File: config.mk
export PLATFORM = sky130hd
export DESIGN_NAME = pcq_clks_pm_seq
export DESIGN_NICKNAME = d
export VERILOG_FILES = /design/src/rtl/pcq_clks_pm_seq.sv
export SDC_FILE = /design/constraint.sdc
export NUM_CORES = 1
export LEC_CHECK = 0
export ABC_AREA = 1
export CAP_MARGIN = 20
export CORE_MARGIN = 2
export CORE_UTILIZATION = 45
export CTS_BUF_LIST = sky130_fd_sc_hd__clkbuf_2 sky130_fd_sc_hd__clkbuf_4 sky130_fd_sc_hd__clkbuf_8
export CTS_CLUSTER_SIZE = 12
export DETAILED_ROUTE_END_ITERATION = 10
export GPL_ROUTABILITY_DRIVEN = 0
export PLACE_DENSITY = 0.79
export SYNTH_ARGS = -nofsm -noshare
export SYNTH_HDL_FRONTEND = slang
export SYNTH_SLANG_ARGS = --single-unit
File: constraint.sdc
create_clock -name nclk -period 3.9 [get_ports nclk]
set_input_delay 0.39 -clock nclk [delete_from_list [all_inputs] [get_ports nclk]]
set_output_delay 0.39 -clock nclk [all_outputs]
set_load 0.005 [all_outputs]
File: src/rtl/pcq_clks_pm_seq.sv
// Power-management thold sequencer: quiesce, ccflush disable, settle, raise tholds.
// Optional quiesce timeout under macro PCQ_PM_QUIESCE_TIMEOUT_EN.
`ifndef NCLK_WIDTH
`define NCLK_WIDTH 2
`endif

module pcq_clks_pm_seq #(
  parameter int THREADS        = 2,
  parameter int SETTLE_CYCLES  = 8,
  parameter int WAKE_CYCLES    = 4,
  parameter int CNT_WIDTH      = 4,
  parameter int TIMEOUT_CYCLES = 255,
  parameter int TO_WIDTH       = 8
) (
  input  logic [`NCLK_WIDTH-1:0] nclk,
  input  logic [THREADS-1:0]     pm_sleep_req,
  input  logic                   pm_quiesced,
  input  logic                   rg_ck_fast_xstop,
  input  logic                   lbist_en_dc,
  input  logic                   gsd_test_enable_dc,
  output logic                   ct_ck_pm_ccflush_disable,
  output logic                   ct_ck_pm_raise_tholds,
  output logic [THREADS-1:0]     pm_sleep_ack,
  output logic                   pm_timeout_err,
  output logic [2:0]             pm_state
);

  typedef enum logic [2:0] {
    S_RUN      = 3'b000,
    S_QUIESCE  = 3'b001,
    S_FLUSHDIS = 3'b010,
    S_SLEEP    = 3'b011,
    S_WAKE     = 3'b100
  } state_t;

  logic w_clk;
  logic w_rst;
  assign w_clk = nclk[0];
  assign w_rst = nclk[1];

  state_t               r_state;
  state_t               w_state_nxt;
  logic [CNT_WIDTH-1:0] r_cnt;
  logic [CNT_WIDTH-1:0] w_cnt_nxt;
  logic                 w_sleep_all;
  logic                 w_ovr;
  logic                 w_to_fire;
  logic                 w_entry_ok;

  logic                 r_ccf;
  logic                 r_thold;
  logic [THREADS-1:0]   r_ack;

  assign w_sleep_all = &pm_sleep_req;
  assign w_ovr       = lbist_en_dc | gsd_test_enable_dc;

`ifdef PCQ_PM_QUIESCE_TIMEOUT_EN
  logic [TO_WIDTH-1:0] r_to_cnt;
  logic                r_to_blk;
  logic                r_err;

  assign w_to_fire = ~w_ovr & (r_state == S_QUIESCE) & w_sleep_all &
                     ~pm_quiesced &
                     (r_to_cnt == TO_WIDTH'(TIMEOUT_CYCLES - 1));
  // After a timeout, a fresh sleep_all edge is needed to retry.
  assign w_entry_ok = ~r_to_blk;

  always_ff @(posedge w_clk or posedge w_rst) begin
    if (w_rst) begin
      r_to_cnt <= '0;
      r_to_blk <= 1'b0;
      r_err    <= 1'b0;
    end else begin
      if (w_ovr || (r_state != S_QUIESCE))
        r_to_cnt <= '0;
      else
        r_to_cnt <= r_to_cnt + 1'b1;
      if (!w_sleep_all)
        r_to_blk <= 1'b0;
      else if (w_to_fire)
        r_to_blk <= 1'b1;
      r_err <= w_to_fire;
    end
  end

  assign pm_timeout_err = r_err;
`else
  assign w_to_fire      = 1'b0;
  assign w_entry_ok     = 1'b1;
  assign pm_timeout_err = 1'b0;
`endif

  always_comb begin
    w_state_nxt = r_state;
    w_cnt_nxt   = r_cnt;
    if (w_ovr) begin
      w_state_nxt = S_RUN;
      w_cnt_nxt   = '0;
    end else begin
      case (r_state)
        S_RUN: begin
          if (w_sleep_all && !rg_ck_fast_xstop && w_entry_ok)
            w_state_nxt = S_QUIESCE;
        end
        S_QUIESCE: begin
          if (!w_sleep_all) begin
            w_state_nxt = S_RUN;
          end else if (pm_quiesced) begin
            w_state_nxt = S_FLUSHDIS;
            w_cnt_nxt   = CNT_WIDTH'(SETTLE_CYCLES - 1);
          end else if (w_to_fire) begin
            w_state_nxt = S_RUN;
          end
        end
        S_FLUSHDIS: begin
          if (!w_sleep_all) begin
            w_state_nxt = S_RUN;
            w_cnt_nxt   = '0;
          end else if (r_cnt == '0) begin
            w_state_nxt = S_SLEEP;
          end else begin
            w_cnt_nxt = r_cnt - 1'b1;
          end
        end
        S_SLEEP: begin
          if (!w_sleep_all) begin
            w_state_nxt = S_WAKE;
            w_cnt_nxt   = CNT_WIDTH'(WAKE_CYCLES - 1);
          end
        end
        S_WAKE: begin
          if (r_cnt == '0)
            w_state_nxt = S_RUN;
          else
            w_cnt_nxt = r_cnt - 1'b1;
        end
        default: begin
          w_state_nxt = S_RUN;
          w_cnt_nxt   = '0;
        end
      endcase
    end
  end

  // Outputs decode the next state so they align with r_state.
  always_ff @(posedge w_clk or posedge w_rst) begin
    if (w_rst) begin
      r_state <= S_RUN;
      r_cnt   <= '0;
      r_ccf   <= 1'b0;
      r_thold <= 1'b0;
      r_ack   <= '0;
    end else begin
      r_state <= w_state_nxt;
      r_cnt   <= w_cnt_nxt;
      r_ccf   <= (w_state_nxt == S_FLUSHDIS) |
                 (w_state_nxt == S_SLEEP) |
                 (w_state_nxt == S_WAKE);
      r_thold <= (w_state_nxt == S_SLEEP);
      r_ack   <= {THREADS{w_state_nxt == S_SLEEP}};
    end
  end

  assign ct_ck_pm_ccflush_disable = r_ccf;
  assign ct_ck_pm_raise_tholds    = r_thold;
  assign pm_sleep_ack             = r_ack;
  assign pm_state                 = r_state;

endmodule

### After elaboration in Yosys (flattened, before gate mapping)

Index checks and enable logic that the tools add are counted.

| cells by class | value |
|---|---|
| bitwise gates (word level) | 3 |
| eq/ne operators | 11 |
| reductions and logical operators | 6 |
| multiplexer cells | 16 |
| add/subtract/negate cells | 1 |

Operators by type and width:

| cell | count |
|---|---|
| 3-bit two-way mux | 8 |
| 4-bit two-way mux | 6 |
| 4-bit one-hot mux with 5 select lines | 1 |
| 3-bit one-hot mux with 5 select lines | 1 |
| 3-bit by 2-bit equality test with 1-bit output (second input constant) | 4 |
| 3-bit != test (second input constant) | 3 |
| 3-bit equality test (second input constant) | 2 |
| 4-bit logical NOT | 1 |
| 4-bit AND reduction | 1 |
| 4-bit by 1-bit subtractor with 4-bit output (second input constant) | 1 |
| 3-bit by 1-bit equality test with 1-bit output (second input constant) | 1 |
| 3-bit logical NOT | 1 |
| 1-bit bitwise OR | 3 |
| 2-bit != test (second input constant) | 1 |
| 2-bit AND reduction | 1 |
| 1-bit logical AND | 1 |
| 1-bit logical NOT | 1 |

| word-level totals | value |
|---|---|
| word-level logic and storage cells | 42 |
| flip-flop bits (word level) | 10 |
| output and inout bits | 8 |

### Longest topological paths before layout

Gate-level depths: netlist of the first run.

| depth | value |
|---|---|
| depth in word-level cells | 8 |
| gate-level depth with buffers | 10 |

### Least setup slack after synthesis of the first run

OpenSTA, ideal clock, no wires.

| path | value |
|---|---|
| kind | reg2reg |
| from | register r_cnt[0] |
| to | register r_ccf (netlist: ct_ck_pm_ccflush_disable) |
| period minus slack after synthesis | 1,273 ps |
| cell stages (with the launch flop) | 8 |
| data arrival time | 1,145 ps |
| slack | 2,627 ps |
| library setup time | 127 ps |
| buffers on the path | 0 |
| cells stage by stage | dfrtp_1 -> inv_1 -> ha_1 -> inv_1 -> nor2_1 -> a21oi_1 -> a21oi_1 -> o21ai_0 |

| on the way | value |
|---|---|
| cells in the longest elaborated chain, start to end | 8 |
| elaborated cells on any way between the ends | 11 |
| classes of those cells | eq/ne: 3; mux: 5; bitwise: 2; reduce/logical: 1 |

RTL lines:

| item | line | RTL |
|---|---|---|
| from (decl) | 43 | `logic [CNT_WIDTH-1:0] r_cnt;` |
| from (signal assigned) | 155 | `r_cnt <= w_cnt_nxt;` |
| 4-bit logical NOT (*) | 119, 132 |  |
| 3-bit two-way mux | 119 | `end else if (r_cnt == '0) begin` |
| 3-bit two-way mux | 116 | `if (!w_sleep_all) begin` |
| 3-bit one-hot mux with 5 select lines (*) | 100 | `case (r_state)` |
| 3-bit two-way mux (*) | 96 | `if (w_ovr) begin` |
| 3-bit by 2-bit equality test with 1-bit output, on equally long branches | 156, 157 |  |
| 1-bit bitwise OR | 156 | `r_ccf <= (w_state_nxt == S_FLUSHDIS) \|` |
| 1-bit bitwise OR (*) | 157 | `(w_state_nxt == S_SLEEP) \|` |
| to (signal assigned) | 156 |  |
| to (decl) | 50 | `logic r_ccf;` |

Every way passes the cells marked *; elsewhere a longest branch is shown, timed or not.
A chain may end at the register's enable or synchronous reset.

==> metrics.sh, run 1 <==
LAYOUT-AREA-OVERHEAD-VS-SYNTH_PCT=34.6
REQUIRED_NS=4.40
DRC=0
DIE-WIDTH_UM=41.0
SYNTH_EDF_COUNT=0
NETLIST-CELL-TYPE-COUNT=14
SYNTH_REGISTER_BITS=9
SYN-MEAN-INSTANCE-AREA_UM2=6.41
UNREPAIRED_SETUP_ENDPOINTS_AFTER_GLOBAL_ROUTING='false'
SYNTH-MAIN-FF-CELL='sky130_fd_sc_hd__dfrtp_1'
CP.ARRIVAL_NS=2.29
DP.CELLS=121
GRT_MAX_DEGREE=8
GLOBALROUTE.TOTALOVERFLOW=0
MAX-VDD-IR-DROP_uV=227
FINAL_CELL_COUNT_WITHOUT_FILLERS=137
FINAL_MAX_SLEW_VIOL_COUNT=0
DRV.MAX_CAP_VIOLATION_COUNT=0
POST-DP-HPWL_UM=1140
CTS_SETUP_BUFFERS=0
YOSYS-TOP-CELLS-COUNT='sky130_fd_sc_hd__nand2_1 (31), sky130_fd_sc_hd__inv_1 (16), sky130_fd_sc_hd__nand3_1 (13)'
NETS=131
SYNTH_MOST_COMMON_CELL='sky130_fd_sc_hd__nand2_1'
IO_PINS=16
DETAIL_ROUTE.ITER0.VIOLATIONS=31
FILLERS=116
CRITICAL_PATH.MAX_FANOUT=5
SYNTH_FP_NETS=105
TRITONCTS='built'
FIN_TNS_SETUP_NS=0
ROUTE.DETAILED.VIAS_PER_INST=5.12
YOSYSTOPAREACELLSHARE_PCT=36.6
DRT-TOTAL-WL_UM=1610
INITIAL_CORE_UTIL_PCT=47.9
CHIPHEIGHT_UM=41.0
NUMBER_OF_ANTENNA_VIOLATIONS_AT_THE_FIRST_CHECK_IN_GLOBAL_ROUTING=0
SETUP.WORST_PATH.CLASS='clk2async'
SYNTHTOPCELLSBYAREA='sky130_fd_sc_hd__dfrtp_1 (37%), sky130_fd_sc_hd__nand2_1 (19%), sky130_fd_sc_hd__nand3_1 (11%), sky130_fd_sc_hd__inv_1 (9.8%), sky130_fd_sc_hd__nor2_1 (5.5%)'
DRT_PRE_ANTENNA_ITERS=4
GRT_USE_TOTAL_PCT=24.9
PWR_PER_CELL_AREA_nW_PER_UM2=371
DRIVE_ABOVE_1_SHARE_PCT=9.02
MULTIINPUTGATEAREA_UM2=308
LKG_PWR_nW=0.472
ASYNC_FLOP_SHARE_PCT=100
ROUTE.VIAS.TOTAL=702
WORSTSETUPENDPOINTTYPE='asynchronous set/reset pin'
DESIGN.DIE.AREA_UM2=1680
CTS_RESIZED=0
CTS.HOLD.BUFFERS_ADDED=0
SYNTHDOMINANTAREACELLTYPE='sky130_fd_sc_hd__dfrtp_1'
SYN_AREA_UM2=616
FINAL-SEQ-AREA_UM2=225
RUN_STATUS='finished clean'
POST-ROUTE-UTIL_PCT=64.5
DETAIL-ROUTE-ANTENNA-NETS=0
TIMING_HOLD_VIOLATIONS_FINAL=0
PLACE.PORT_BUFFERS=13
YOSYSSEQAREASHARE_PCT=36.6
ROWS=13
CLK_PIN_SLEW_NS=0.06
ROUTE.DETAILED.WL_PER_INST_UM=11.7
FIRST_GLOBAL_VIAS=698
PLACEABLECOREAREA_UM2=1280
CLOCK_LATENCY_NS=0.27
SYNTHESIS.YOSYS.WARNINGS=0
SKEW_NS=0.00104
TIMING.HOLD.WORST.CLASS='reg2reg'
FINALSETUPVIOLATIONS=0
ANTENNA-DIODE-COUNT=0
GRT_FIRST_PASS_WIRELENGTH_UM=2590
SYNTHCELLS=96
CRITPATHLAUNCHTYPE='clock port'
==> final timing paths <==
| kind | slack [ns] | from | cells past startpoint | end |
|---|---|---|---|---|
| min | 0.55 | r_cnt[1] | 2 | r_cnt[1] |
| max reg2reg | 2.39 | r_cnt[0] | 7 | ct_ck_pm_ccflush_disable |
| max in group nclk | 2.22 | pm_state[0] | 1 | pm_state[0] |
| max | 2.11 | nclk[1] | 3 | ct_ck_pm_ccflush_disable |
| min reg2reg | 0.55 | r_cnt[1] | 2 | r_cnt[1] |
| min in group asynchronous | 1.69 | nclk[1] | 3 | r_cnt[0] |
==> flip-flops by register name (all words and copies together) (netlist names) <==
register / cells
ct_ck_pm_ccflush_disable: 1
pm_state: 3
pm_sleep_ack: 1
r_cnt: 4
==> metal layers <==
layer | part of all wire, % | routed length [µm] | GRT usage [%] | vias to the layer above
met3 | 7.9 | 127 | 13.6 | 10
met4 | 3.8 | 61 | 20.0 | 0
met1 | 39 | 632 | 25.5 | 315
met2 | 49 | 785 | 37.1 | 32
li1 | - | - | - | 345
met5 | 0 | 0 | 0 | -
==> critical path: stages <==
cell,delay (ns)
sky130_fd_sc_hd__clkbuf_4,0.12
sky130_fd_sc_hd__clkbuf_4,0.15
sky130_fd_sc_hd__inv_1,0.06
==> cell type report <==
cell class / count / share of cell area (%)
Multi-Input combinational cell: 68 / 37.2
Clock buffer: 7 / 6.34
Sequential cell: 9 / 27.2
Timing Repair Buffer: 13 / 15.7
Tap cell: 15 / 2.27
Clock inverter: 10 / 4.53
Inverter: 15 / 6.80
==> through the flow <==
stage                     hold slack, ns  power (mW)  setup slack [ns]  cell area, µm²
after CTS                          0.547       0.311              2.12             828
after global placement             0.540       0.136              1.91             742
after detailed placement           0.531       0.136              1.91             742
final                              0.552       0.307              2.11             828
after global routing               0.574       0.337              2.09             828
after floorplan                    0.498       0.129              1.91             616
==> power by group <==
group | switching, mW | internal (mW) | total [mW]
Sequential | 0.000395 | 0.0916 | 0.0920
Combinational | 0.00641 | 0.00729 | 0.0137
Clock | 0.106 | 0.0961 | 0.202
Total | 0.112 | 0.195 | 0.307
==> cells by family after synthesis <==
group / after synthesis / synth area share, %
AOI/OAI and AO/OA: 8 / 6.50
adders and majority gates: 1 / 2.03
buffers and inverters: 19 / 13.4
DFF: 9 / 36.6
other: 1 / 0.609
and+or+nand+nor: 58 / 40.9
==> cell usage in the layout (no fill, tap or decap), drive strengths merged, types with 3 or more instances in the layout <==
| cell type | count |
|---|---|
| a21oi | 3 |
| clkbuf | 7 |
| clkdlybuf4s50 | 13 |
| dfrtp | 9 |
| inv | 25 |
| nand2 | 32 |
| nand3 | 14 |
| nor2 | 11 |
| o21ai | 5 |
No activity file was read; power rests on OpenSTA's default activity.
==> inputs of run 2 (changes only) <==
CORE_UTILIZATION = 44   (was 45)
PLACE_DENSITY = 0.8   (was 0.79)
clock period = 1.5 ns   (was 3.9 ns; I/O delays follow)
==> run 2 against run 1 <==
Effect of this change:
- core utilization is 1.0 points higher
- register-to-register slack worse by 2.2 ns
- sequential power grew to 2.6 times the previous value
- critical endpoint is now pm_state[1]
- sequential share of layout area is 0.76 points lower
- clock skew hardly changed
- clock power grew to 2.6 times the previous value
- clock-buffer cell count stayed put
- non-clock buffer count is 1 higher
- total power grew to 2.6 times the previous value
==> metrics.sh, run 2 (synthesis gave the netlist of run 1 again) <==
RUN_STATUS='finished clean'
DESIGN.DIE.AREA_UM2=1710  # +2.1%
TIMING.HOLD.WS_NS=0.500  # -0.0520 ns
GLOBALROUTE.TOTALOVERFLOW=0  # unchanged
MAX-VDD-IR-DROP_uV=670  # +190%
DRT_PRE_ANTENNA_ITERS=4  # unchanged
CHIPHEIGHT_UM=41.4  # +1.0%
DETAIL_ROUTE.ITER0.VIOLATIONS=33  # +6.5%
LAYOUT_WORST_PATH_CYCLE_SHARE_PCT=95.7
FINAL-SEQ-AREA_UM2=225  # unchanged
DRV.MAX_CAP_VIOLATION_COUNT=0  # unchanged
MOST_COMMON_CELL_AFTER_LAYOUT_FILL_AND_TAPS_ASIDE='sky130_fd_sc_hd__nand2_1'
IO_PINS=16  # unchanged
UNREPAIRED_SETUP_ENDPOINTS_AFTER_GLOBAL_ROUTING='false'
ROWS=13  # unchanged
DRC=0  # unchanged
REQUIRED_NS=1.35  # -3.05 ns
CRITPATHLAUNCHTYPE='flip-flop'
POST-ROUTE-CELL-AREA_UM2=852  # +2.9%
PLACED_AREA_UM2=749  # +1.0%
WORSTSETUPPATHDEPTH=1  # -2
CLK_PIN_SLEW_NS=0.06  # about the same
CP.ARRIVAL_NS=1.29  # -1.00 ns
CTS_SETUP_BUFFERS=0  # unchanged
LKG_PWR_nW=0.482  # +2.2%
PLACEABLECOREAREA_UM2=1300  # +1.3%
POST-DP-HPWL_UM=1200  # +5.5%
TIMING.HOLD.WORST.CLASS='clk2async'
PATH_CELLS='clkdlybuf4s50_1'
CP_SLOWEST_STAGE_DELAY_NS=0.56  # +0.41 ns
CLOCK_LATENCY_NS=0.26  # about the same
FMAX_GHz=0.697
POWER.TOTAL_uW=800  # +160%
ROUTE.VIAS.TOTAL=729  # +3.8%
CRITICAL_PATH.MAX_FANOUT=6  # +1
GRT_USE_TOTAL_PCT=27.8  # +2.9 points
WORSTSETUPENDPOINTTYPE='output port'
DETAIL-ROUTE-ANTENNA-NETS=0  # unchanged
MOSTFREQUENTLAYOUTCELLS='sky130_fd_sc_hd__nand2_1 (31), sky130_fd_sc_hd__inv_1 (25), sky130_fd_sc_hd__nand3_1 (13), sky130_fd_sc_hd__clkdlybuf4s50_1 (13), sky130_fd_sc_hd__dfrtp_1 (9)'
FINALSETUPVIOLATIONS=0  # unchanged
ROUTE.DETAILED.WL_PER_INST_UM=12.3  # +5.3%
TRITONCTS='built'
LAYOUT-AREA-OVERHEAD-VS-SYNTH_PCT=38.4
DRIVE_ABOVE_1_SHARE_PCT=13.0  # +4.0 points
WORST_R2R_PATH_DEPTH=6  # -1
SKEW_NS=0.000589  # -0.000447 ns
LIBRARY_CELL_CONTRIBUTING_THE_LARGEST_SINGLE_DELAY_ON_THE_CRITICAL_PATH='sky130_fd_sc_hd__clkdlybuf4s50_1'
ANTENNA-DIODE-COUNT=0  # unchanged
PLACE.PORT_BUFFERS=13  # unchanged
CTS_RESIZED=0  # unchanged
DRT-TOTAL-WL_UM=1700  # +6.0%
PWR_PER_CELL_AREA_nW_PER_UM2=939  # +150%
CTS.HOLD.BUFFERS_ADDED=0  # unchanged
FIRST_GLOBAL_VIAS=784  # +12%
GRT_FIRST_PASS_WIRELENGTH_UM=3420  # +32%
GRT_MAX_DEGREE=8  # unchanged
FINAL_MAX_SLEW_VIOL_COUNT=0  # unchanged
LARGEST_REGISTER_FFS=4  # unchanged
MULTIINPUTGATEAREA_UM2=324  # +5.3%
FIN_TNS_SETUP_NS=0  # unchanged
FILLERS=119  # +2.6%
INITIAL_CORE_UTIL_PCT=47.3  # -0.60 points
TIMING_HOLD_VIOLATIONS_FINAL=0  # unchanged
ROUTE.DETAILED.VIAS_PER_INST=5.28  # +3.1%
NETS=132  # +0.76%
CRITICAL-PATH-TOP-DELAY-FAMILY='buffers and inverters'
TIMING.FINAL.CRIT_PERIOD_NS=1.44
NUMBER_OF_ANTENNA_VIOLATIONS_AT_THE_FIRST_CHECK_IN_GLOBAL_ROUTING=0  # unchanged
DP.CELLS=122  # +0.83%
FINAL_CELL_COUNT_WITHOUT_FILLERS=138  # +0.73%
SETUP.WORST_PATH.CLASS='reg2out'
CP.BUFFERS_INVERTERS=1  # -2
DIE-WIDTH_UM=41.4  # +1.0%
TOP_REGISTER='r_cnt'
-- run 2: cell types whose count changed in the layout (fill, tap and decap cells not counted) --
cell and delta:
sky130_fd_sc_hd__buf_4 +1, sky130_fd_sc_hd__a21oi_1 -1, sky130_fd_sc_hd__nor2_2 +2, sky130_fd_sc_hd__nor2_4 +1, sky130_fd_sc_hd__nor2_1 -3, sky130_fd_sc_hd__o21ai_0 -2
sky130_fd_sc_hd__a21oi_2 +1, sky130_fd_sc_hd__o21ai_1 +2
-- run 2: per-stage QoR --
step / utilization (%) / setup WS, ns
6_report: 65.5 / 0.0648
3_3_place_gp: 57.6 / 0.0218
5_1_grt: 65.5 / 0.00603
3_5_place_dp: 57.6 / 0.00356
2_1_floorplan: - / 0.227
4_1_cts: 64.2 / 0.000762
-- run 2: final cells by class --
class	instances	share of cell area, %
clock buffers	7	6.17
flip-flops and latches	9	26.4
clock inverters	10	4.41
inverters	15	6.61
multi-input cells	68	38.0
well taps	15	2.20
repair buffers	14	16.2
-- run 2: where the power goes --
group	leakage [nW]	switching (mW)	internal, mW
clock network	0.0855	0.273	0.249
registers	0.126	0.000976	0.238
logic	0.271	0.0179	0.0208
total	0.482	0.292	0.508
-- run 2: final timing paths --
| check | slack [ns] | start | end |
|---|---|---|---|
| worst min-delay path | 0.50 | nclk[1] | pm_state[2] |
| max in group asynchronous | 0.89 | nclk[1] | ct_ck_pm_ccflush_disable |
| min in group nclk | 0.55 | r_cnt[0] | r_cnt[0] |
| worst max-delay path | 0.06 | pm_state[1] | pm_state[1] |
| worst min register to register | 0.55 | r_cnt[0] | r_cnt[0] |
| worst max register to register | 0.15 | pm_state[1] | r_cnt[3] |
-- run 2: routing by layer --
metal,track usage (%),vias up,share of wire [%]
met4,27.7,0,2.8
met3,25.2,8,8.1
met1,25.8,329,37
li1,-,347,-
met2,34.7,45,52
met5,0,-,0
==> inputs of run 3 (changes only) <==
ABC_CLOCK_PERIOD_IN_PS = 1500   (was unset)
==> results of run 3 <==
Final layout, timing and power as in run 2 (identical DEF).
